--- config.mk ---
export PLATFORM = sky130hd
export DESIGN_NAME = sbox_sched
export DESIGN_NICKNAME = d
export VERILOG_FILES = /design/src/rtl/sbox_sched.sv
export SDC_FILE = /design/constraint.sdc
export NUM_CORES = 1
export LEC_CHECK = 0
export ABC_AREA = 1
export CORE_AREA = 8 8 229 231
export DETAILED_ROUTE_END_ITERATION = 8
export DIE_AREA = 0 0 237 239
export GPL_ROUTABILITY_DRIVEN = 0
export SYNTH_ARGS = -nofsm -noshare
export SYNTH_HDL_FRONTEND = slang
export SYNTH_SLANG_ARGS = --single-unit
export TNS_END_PERCENT = 100
--- constraint.sdc ---
create_clock -name clk -period 9.8 [get_ports clk]
set_input_delay 1.47 -clock clk [delete_from_list [all_inputs] [get_ports clk]]
set_output_delay 1.47 -clock clk [all_outputs]
set_load 0.1 [all_outputs]
--- src/rtl/sbox_sched.sv ---
// sbox_sched: arbitrates the four Blowfish S-box banks between round lookups and buffered key-expansion writes.
// Define SBOX_SCHED_FWD_EN to forward pending FIFO rows to hazarding reads instead of stalling them.
module sbox_sched #(
   parameter int ROW_W      = 7,
   parameter int WBUF_DEPTH = 2
) (
   input  logic                 clk,
   input  logic                 rst,
   input  logic                 rd_req,
   input  logic [31:0]          rd_idx,
   output logic                 rd_gnt,
   output logic                 rd_valid,
   output logic [127:0]         rd_data,
   input  logic                 wr_req,
   input  logic [1:0]           wr_bank,
   input  logic [ROW_W-1:0]     wr_row,
   input  logic [63:0]          wr_data,
   output logic                 wr_ack,
   output logic                 wr_full,
   input  logic                 flush,
   output logic                 flush_done,
   output logic [3:0]           mem_en,
   output logic [3:0]           mem_we,
   output logic [4*ROW_W-1:0]   mem_row,
   output logic [63:0]          mem_wdata,
   input  logic [255:0]         mem_rdata
);
   localparam int AW = (WBUF_DEPTH > 1) ? $clog2(WBUF_DEPTH) : 1;
   localparam int CW = AW + 1;
   typedef enum logic {RUN, DRAIN} state_t;
   state_t state_q, state_d;
   logic [1:0]       bank_q [WBUF_DEPTH];
   logic [ROW_W-1:0] row_q  [WBUF_DEPTH];
   logic [63:0]      data_q [WBUF_DEPTH];
   logic [AW-1:0]    rptr_q, wptr_q;
   logic [CW-1:0]    cnt_q;
   logic             rv_q;
   logic [3:0]       sel_q, hit_d;
   logic [127:0]     hold_q, rdw;
   logic [63:0]      w;
   logic             ne, full, blk, force_wr, do_rd, do_wr, push;
`ifdef SBOX_SCHED_FWD_EN
   logic [3:0]       hit_q;
   logic [63:0]      fwd_d [4];
   logic [63:0]      fwd_q [4];
`endif

   // later (younger) entries override earlier matches
   always_comb begin
      hit_d = '0;
`ifdef SBOX_SCHED_FWD_EN
      for (int k = 0; k < 4; k++) fwd_d[k] = '0;
`endif
      for (int i = 0; i < WBUF_DEPTH; i++)
         for (int k = 0; k < 4; k++)
            if (CW'(i) < cnt_q && bank_q[rptr_q + AW'(i)] == 2'(k) &&
                row_q[rptr_q + AW'(i)] == rd_idx[8*k+1 +: ROW_W]) begin
               hit_d[k] = 1'b1;
`ifdef SBOX_SCHED_FWD_EN
               fwd_d[k] = data_q[rptr_q + AW'(i)];
`endif
            end
   end

   assign ne       = cnt_q != '0;
   assign full     = cnt_q == CW'(WBUF_DEPTH);
`ifdef SBOX_SCHED_FWD_EN
   assign blk      = 1'b0;
`else
   assign blk      = rd_req && |hit_d;
`endif
   assign force_wr = ne && (full || state_q == DRAIN || blk);
   assign do_rd    = !force_wr && rd_req && state_q == RUN;
   assign do_wr    = ne && !do_rd;
   assign push     = wr_req && !full;
   assign state_d  = (state_q == RUN) ? (flush ? DRAIN : RUN) : (ne ? DRAIN : RUN);

   assign rd_gnt     = do_rd && !rst;
   assign wr_ack     = push && !rst;
   assign wr_full    = full;
   assign flush_done = !rst && state_q == DRAIN && !ne;
   assign rd_valid   = rv_q;
   assign rd_data    = rv_q ? rdw : hold_q;

   always_comb begin
      mem_en    = '0;
      mem_we    = '0;
      mem_row   = '0;
      mem_wdata = '0;
      if (!rst && do_rd) begin
         mem_en = 4'hF;
         for (int k = 0; k < 4; k++) mem_row[k*ROW_W +: ROW_W] = rd_idx[8*k+1 +: ROW_W];
      end else if (!rst && do_wr) begin
         mem_en[bank_q[rptr_q]]                  = 1'b1;
         mem_we[bank_q[rptr_q]]                  = 1'b1;
         mem_row[bank_q[rptr_q]*ROW_W +: ROW_W] = row_q[rptr_q];
         mem_wdata                               = data_q[rptr_q];
      end
   end

   always_comb begin
      rdw = '0;
      w   = '0;
      for (int k = 0; k < 4; k++) begin
`ifdef SBOX_SCHED_FWD_EN
         w = hit_q[k] ? fwd_q[k] : mem_rdata[64*k +: 64];
`else
         w = mem_rdata[64*k +: 64];
`endif
         rdw[32*k +: 32] = sel_q[k] ? w[63:32] : w[31:0];
      end
   end

   always_ff @(posedge clk or posedge rst)
      if (rst) begin
         state_q <= RUN;
         rptr_q  <= '0;
         wptr_q  <= '0;
         cnt_q   <= '0;
         rv_q    <= 1'b0;
         sel_q   <= '0;
         hold_q  <= '0;
      end else begin
         state_q <= state_d;
         rv_q    <= do_rd;
         cnt_q   <= cnt_q + CW'(push) - CW'(do_wr);
         if (push) wptr_q <= wptr_q + AW'(1);
         if (do_wr) rptr_q <= rptr_q + AW'(1);
         if (do_rd) sel_q <= {rd_idx[24], rd_idx[16], rd_idx[8], rd_idx[0]};
         if (rv_q) hold_q <= rdw;
      end

   // payload storage needs no reset: occupancy is tracked by cnt_q and rv_q
   always_ff @(posedge clk) begin
      if (push) begin
         bank_q[wptr_q] <= wr_bank;
         row_q[wptr_q]  <= wr_row;
         data_q[wptr_q] <= wr_data;
      end
`ifdef SBOX_SCHED_FWD_EN
      if (do_rd) begin
         hit_q <= hit_d;
         fwd_q <= fwd_d;
      end
`endif
   end
endmodule
==> flow_summary.json, run 1 <==
{
  "run_status": "complete, no violations",
  "path_cells": "inv_2 > or2_2 > o21ai_0 > inv_1 > ha_1 > inv_1 > nor2_1 > nand2_1 > nor2_1 > nand2_1 > nor2_1 > inv_1 > nand2_1 > nor2_1 > nand3_1 > o21ai_4 > buf_4 > nor3_1 > clkdlybuf4s50_1",
  "vias_per_cell": 4.92,
  "num_vias": 13600,
  "setup_ws_ps": 2360,
  "slowest_stage": "clkdlybuf4s50_1",
  "ant_nets": 0,
  "cts-root-buf": "clkbuf_16",
  "drt_wl_total_um": 60600,
  "dp_cells": 2704,
  "num_rows": 81,
  "path_delay_family": "buffers and inverters",
  "crit_top_cell": "nor2_1",
  "synth_edf_count": 146,
  "synth_nets": 1942,
  "synth_ff_type": "edfxtp_1",
  "port-buffer-count": 598,
  "grt.met1_usage": 0.257,
  "ys_seq_area_frac": 0.553,
  "slowest_delay_ps": 1020,
  "die_y_um": 239,
  "end_kind": "output port",
  "clk_pin_slew_ps": 60,
  "syn_to_final_growth_pct": 53.2,
  "drv_slew": 0,
  "nFillCells": 4693,
  "multi_input_area_um2": 5610,
  "area.sequential_um2": 7850,
  "grt_start_max_net_pins": 183,
  "die_w_um": 237,
  "rsz0062_at_grt": "false",
  "met3_usage": 0.0590,
  "cts_buffers": 34,
  "cts_tree": "yes",
  "post_cts_resized": 0,
  "drtIter0Drc": 1162,
  "detail_route.wl_per_cell_um": 21.9,
  "fp.coreArea_um2": 48500,
  "cts.sinks": 284,
  "synth_cells": 1570,
  "clk-insertion-delay-late_ps": 520,
  "path_class": "reg2out",
  "worstPathRequired_ps": 8330,
  "synthArstFlopShare": 0.486,
  "crit_buf_inv": 6,
  "min_period_ps": 7440,
  "min_from": "hold_q[110]",
  "pre_cts_slack_ps": 2870,
  "ys_seq_elements": 284,
  "antenna_found_initial": 5,
  "r2r_end": "cnt_q[1]",
  "period_share": 0.760,
  "holdPathEnd": "hold_q[110]",
  "drt_pass1_iterations": 5,
  "cp.arrival_ps": 5970,
  "slew_headroom": 0.201,
  "grt_pass1_wl_um": 88700,
  "tns_ps": 0,
  "r2r_setup_slack_ps": 5610,
  "avgSynthCellArea_um2": 9.03,
  "grt_pass1_vias": 13700,
  "crit_path_start_kind": "flop",
  "drive_gt1_frac": 0.0607,
  "cap_violations": 0,
  "yosysWarnings": 0,
  "holdWs_ps": 528,
  "clk_path_buf_depth": 3,
  "use_met2": 0.342,
  "layout.cells.non_filler": 2768,
  "drc": 0,
  "place_hpwl_um": 46500,
  "setup_viol": 0,
  "synth_cell_types": 27,
  "busiest_layer": "met2",
  "reg2regPathDepth": 20,
  "rr_startpoint": "rptr_q",
  "gr-total-overflow": 0,
  "postCtsHoldBufs": 0,
  "htreeDepth": 2,
  "hold_depth": 2,
  "groute.usage.overall": 0.203,
  "nNetsFinal": 2490,
  "fmax_mhz": 134,
  "cp_max_fo": 47,
  "netlist_area_um2": 14200,
  "cts_setup_buffers": 0,
  "hold_viol_final": 0,
  "tightest_slew_ps": 1200,
  "floorplan.die_area_um2": 56600,
  "hold_class": "reg2reg",
  "pin_count": 599,
  "start_util": 0.292,
  "fin_skew_ps": 14.6
}
-- cell usage after synthesis, drive strengths merged, types with 7 or more instances --
| cell | instances | area share |
|---|---|---|
| clkbuf | 77 | 0.020 |
| nand4 | 33 | 0.015 |
| nor4 | 21 | 0.0093 |
| a31oi | 128 | 0.057 |
| mux2i | 64 | 0.045 |
| edfxtp | 146 | 0.31 |
| nand2 | 502 | 0.13 |
| nor2 | 181 | 0.048 |
| buf | 25 | 0.012 |
| dfrtp | 138 | 0.24 |
| xor2 | 7 | 0.0043 |
| inv | 77 | 0.020 |
| nand3 | 84 | 0.030 |
| nor3 | 69 | 0.042 |
-- worst max-delay path by stage --
| stage | end | depth (start not counted) | slack (ps) | start |
|---|---|---|---|---|
| final | mem_wdata[12] | 19 | 2360 | rptr_q |
| after global routing | mem_wdata[10] | 19 | 1930 | rptr_q |
| after CTS | mem_wdata[12] | 19 | 2360 | rptr_q |
| after detailed placement | mem_wdata[12] | 14 | 2870 | rd_idx[21] |
| after global placement | mem_wdata[6] | 14 | 2940 | rd_idx[21] |
| after floorplan | mem_row[18] | 4 | 1520 | rst |
-- state kept, by name, summed over array words and instances, names as in the netlist --
name      cells
rd_valid      1
state_q       1
sel_q         4
hold_q      128
cnt_q         2
bank_q        4
data_q      128
row_q        14
wptr_q        1
rptr_q        1
-- routing by layer --
metal	share of wire	routed length (um)
met5	0.00064	39
met2	0.49	29600
met3	0.086	5190
met4	0.019	1150
met1	0.41	24700
-- cells in the final DEF (no fill, tap or decap), types with 7 or more instances in the layout --
cell type          n
a31oi_1          128
buf_4             17
clkbuf_1          10
clkbuf_16         35
clkdlybuf4s50_1  596
dfrtp_1          136
edfxtp_1         146
inv_1             74
mux2i_1           64
nand2_1          497
nand3_1           84
nand4_1           33
nor2_1           179
nor3_1            19
nor3_2            50
nor4_1            21
xor2_1             7
-- kinds of logic after synthesis --
family,after synthesis,share of synthesized area
buffers and inverters,179,0.0528
xor gates and xnor gates,8,0.00495
DFF,284,0.553
and+or+nand+nor,891,0.278
adders and majority gates,6,0.00530
muxes,64,0.0452
AOI/OAI and AO/OA,138,0.0608
-- metrics by stage --
stage,area (um^2),utilization
after floorplan,14200,-
after global placement,20600,0.425
after detailed placement,20600,0.425
after CTS,21700,0.447
after global routing,21700,0.447
final,21700,0.447
-- tightest hold or removal path: cells and delay by family, from the launching register on --
family | cells | cell delay (ps)
compound gates | 1 | 50
flops | 1 | 350
simple gates | 1 | 80
-- final cells by class --
cell class,count,share of cell area
inverter,77,0.0137
multi-input combinational,1107,0.258
antenna,4,0.000461
clock buffer,46,0.0427
tap,622,0.0359
sequential,284,0.361
clock inverter,14,0.00588
timing repair buffer,614,0.282
Power of run 1 is left out: the tool's default activity adds up to more than one toggle a clock period on the data nets, which glitch-free logic cannot reach.
==> inputs of run 2 (changes only) <==
--- a/config.mk
+++ b/config.mk
@@ -6,9 +6,9 @@
 export NUM_CORES = 1
 export LEC_CHECK = 0
 export ABC_AREA = 1
-export CORE_AREA = 8 8 229 231
+export CORE_AREA = 8 8 226 228
 export DETAILED_ROUTE_END_ITERATION = 8
-export DIE_AREA = 0 0 237 239
+export DIE_AREA = 0 0 234 236
 export GPL_ROUTABILITY_DRIVEN = 0
 export SYNTH_ARGS = -nofsm -noshare
 export SYNTH_HDL_FRONTEND = slang
==> constraint.sdc (replaced) <==
create_clock -name clk -period 7.45 [get_ports clk]
set_input_delay 1.1175 -clock clk [delete_from_list [all_inputs] [get_ports clk]]
set_output_delay 1.1175 -clock clk [all_outputs]
set_load 0.1 [all_outputs]
==> run 2 against run 1 <==
Utilization up 1.1 points. Setup slack worse by 1700 ps. Worst hold slack better by 3.1 ps. Routed wire length down 3.0%. Global-route usage about the same. Non-clock buffer count up 1. Cell count unchanged. Count of clock-buffer cells in the layout down 1. Critical path depth unchanged. Flip-flop and latch count unchanged. Design area down 0.16%. Critical path type unchanged. Highest routed layer unchanged.
==> flow_summary.json, run 2 (synthesis results as in run 1) <==
{
  "run_status": "complete, no violations",
  "setup_viol": 0,
  "drtIter0Drc": 995,
  "clk-insertion-delay-late_ps": 540,
  "port-buffer-count": 598,
  "postLayoutCoreUtil": 0.458,
  "period_share": 0.911,
  "post_cts_resized": 0,
  "fin_skew_ps": 22.5,
  "postCtsHoldBufs": 0,
  "hold_viol_final": 0,
  "die_y_um": 236,
  "num_rows": 80,
  "start_util": 0.299,
  "place_hpwl_um": 45500,
  "worstPathRequired_ps": 6330,
  "tns_ps": 0,
  "drt_wl_total_um": 58800,
  "nNetsFinal": 2491,
  "path_class": "reg2out",
  "top_regs": "data_q (128), hold_q (128), row_q (14)",
  "clk_pin_slew_ps": 60,
  "reg2regPathDepth": 15,
  "r2r_setup_slack_ps": 3100,
  "groute.usage.overall": 0.203,
  "ant_nets": 0,
  "pin_count": 599,
  "min_from": "hold_q[31]",
  "cp_max_fo": 48,
  "layout.cells.non_filler": 2768,
  "min_period_ps": 6790,
  "drive_gt1_frac": 0.0779,
  "cts_buffers": 34,
  "die_w_um": 234,
  "cts.sinks": 284,
  "holdPathEnd": "hold_q[31]",
  "fmax_mhz": 147,
  "grt_pass1_vias": 13300,
  "cts_setup_buffers": 0,
  "cts-root-buf": "clkbuf_16",
  "gr-total-overflow": 0,
  "cp.arrival_ps": 5670,
  "cap_violations": 0,
  "startpoint": "rptr_q",
  "rr_startpoint": "rptr_q",
  "num_vias": 13500,
  "htreeDepth": 2,
  "hold_depth": 2,
  "crit_path_start_kind": "flop",
  "drv_slew": 0,
  "detail_route.wl_per_cell_um": 21.2,
  "grt_pass1_wl_um": 85400,
  "layout_common_cells": "clkdlybuf4s50_1, nand2_1, nor2_1",
  "clk_path_buf_depth": 3,
  "dp_cells": 2698,
  "vias_per_cell": 4.87,
  "r2r_end": "cnt_q[1]",
  "hold_class": "reg2reg",
  "grt_start_max_net_pins": 156,
  "fp.coreArea_um2": 47300,
  "cts_tree": "yes",
  "drt_pass1_iterations": 5,
  "slew_headroom": 0.221,
  "tightest_slew_ps": 1170,
  "end_kind": "output port",
  "syn_to_final_growth_pct": 53.0,
  "mostFrequentLayoutCell": "clkdlybuf4s50_1",
  "drc": 0,
  "antenna_found_initial": 14,
  "rsz0062_at_grt": "false",
  "floorplan.die_area_um2": 55200
}
==> run 2: cell count changes in the layout (fill, tap and decap cells not counted), moves of 2 or more <==
cell             change
buf_4               +34
clkbuf_8             +3
clkinvlp_4           +2
clkbuf_1             -3
diode_2              +6
clkinv_2             -2
clkdlybuf4s50_1     -34
==> run 2: through the flow <==
step                worst slack, ps  hold WS (ps)  instance area [um^2]
floorplan                      1630           510                 14200
global placement               1330           517                 20600
detailed placement             1240           523                 20600
CTS                             625           530                 21600
global route                    173           545                 21700
finish                          660           531                 21700
==> run 2: final cells by class <==
cell class	count	area [um^2]
diodes	10	25.0
flip-flops and latches	284	7850
well taps	615	769
fillers	4593	25700
multi-input cells	1107	5610
clock buffers	45	932
inverters	77	297
clock inverters	15	148
repair buffers	615	6050
==> run 2: routing by layer <==
metal	global-route usage	up-vias	wire length [um]
li1	-	6448	-
met5	0	-	75
met3	0.0712	85	5760
met2	0.330	584	27700
met1	0.250	6345	24000
met4	0.0618	12	1270
==> run 2: how the worst max path moves through the flow <==
stage | slack [ps] | endpoint | cells past startpoint
3_3_place_gp | 1330 | mem_wdata[20] | 19
3_5_place_dp | 1240 | mem_wdata[20] | 19
4_1_cts | 630 | mem_wdata[20] | 19
2_1_floorplan | 1630 | mem_wdata[0] | 19
6_report | 660 | mem_wdata[20] | 19
5_1_grt | 170 | mem_wdata[15] | 19
==> run 2: worst max-delay path, stage by stage (launching register included) <==
cell	delay, ps
dfrtp_4	840
inv_2	340
or2_2	350
o21ai_0	210
inv_1	140
ha_1	240
inv_1	210
nor2_1	80
nand2_1	80
nor2_1	40
nand2_1	60
nor2_1	50
inv_1	50
nand2_1	50
nor2_1	90
nand3_1	130
o21ai_4	660
buf_4	390
nor3_2	60
clkdlybuf4s50_1	1020
Power of run 2 is left out for the same reason.
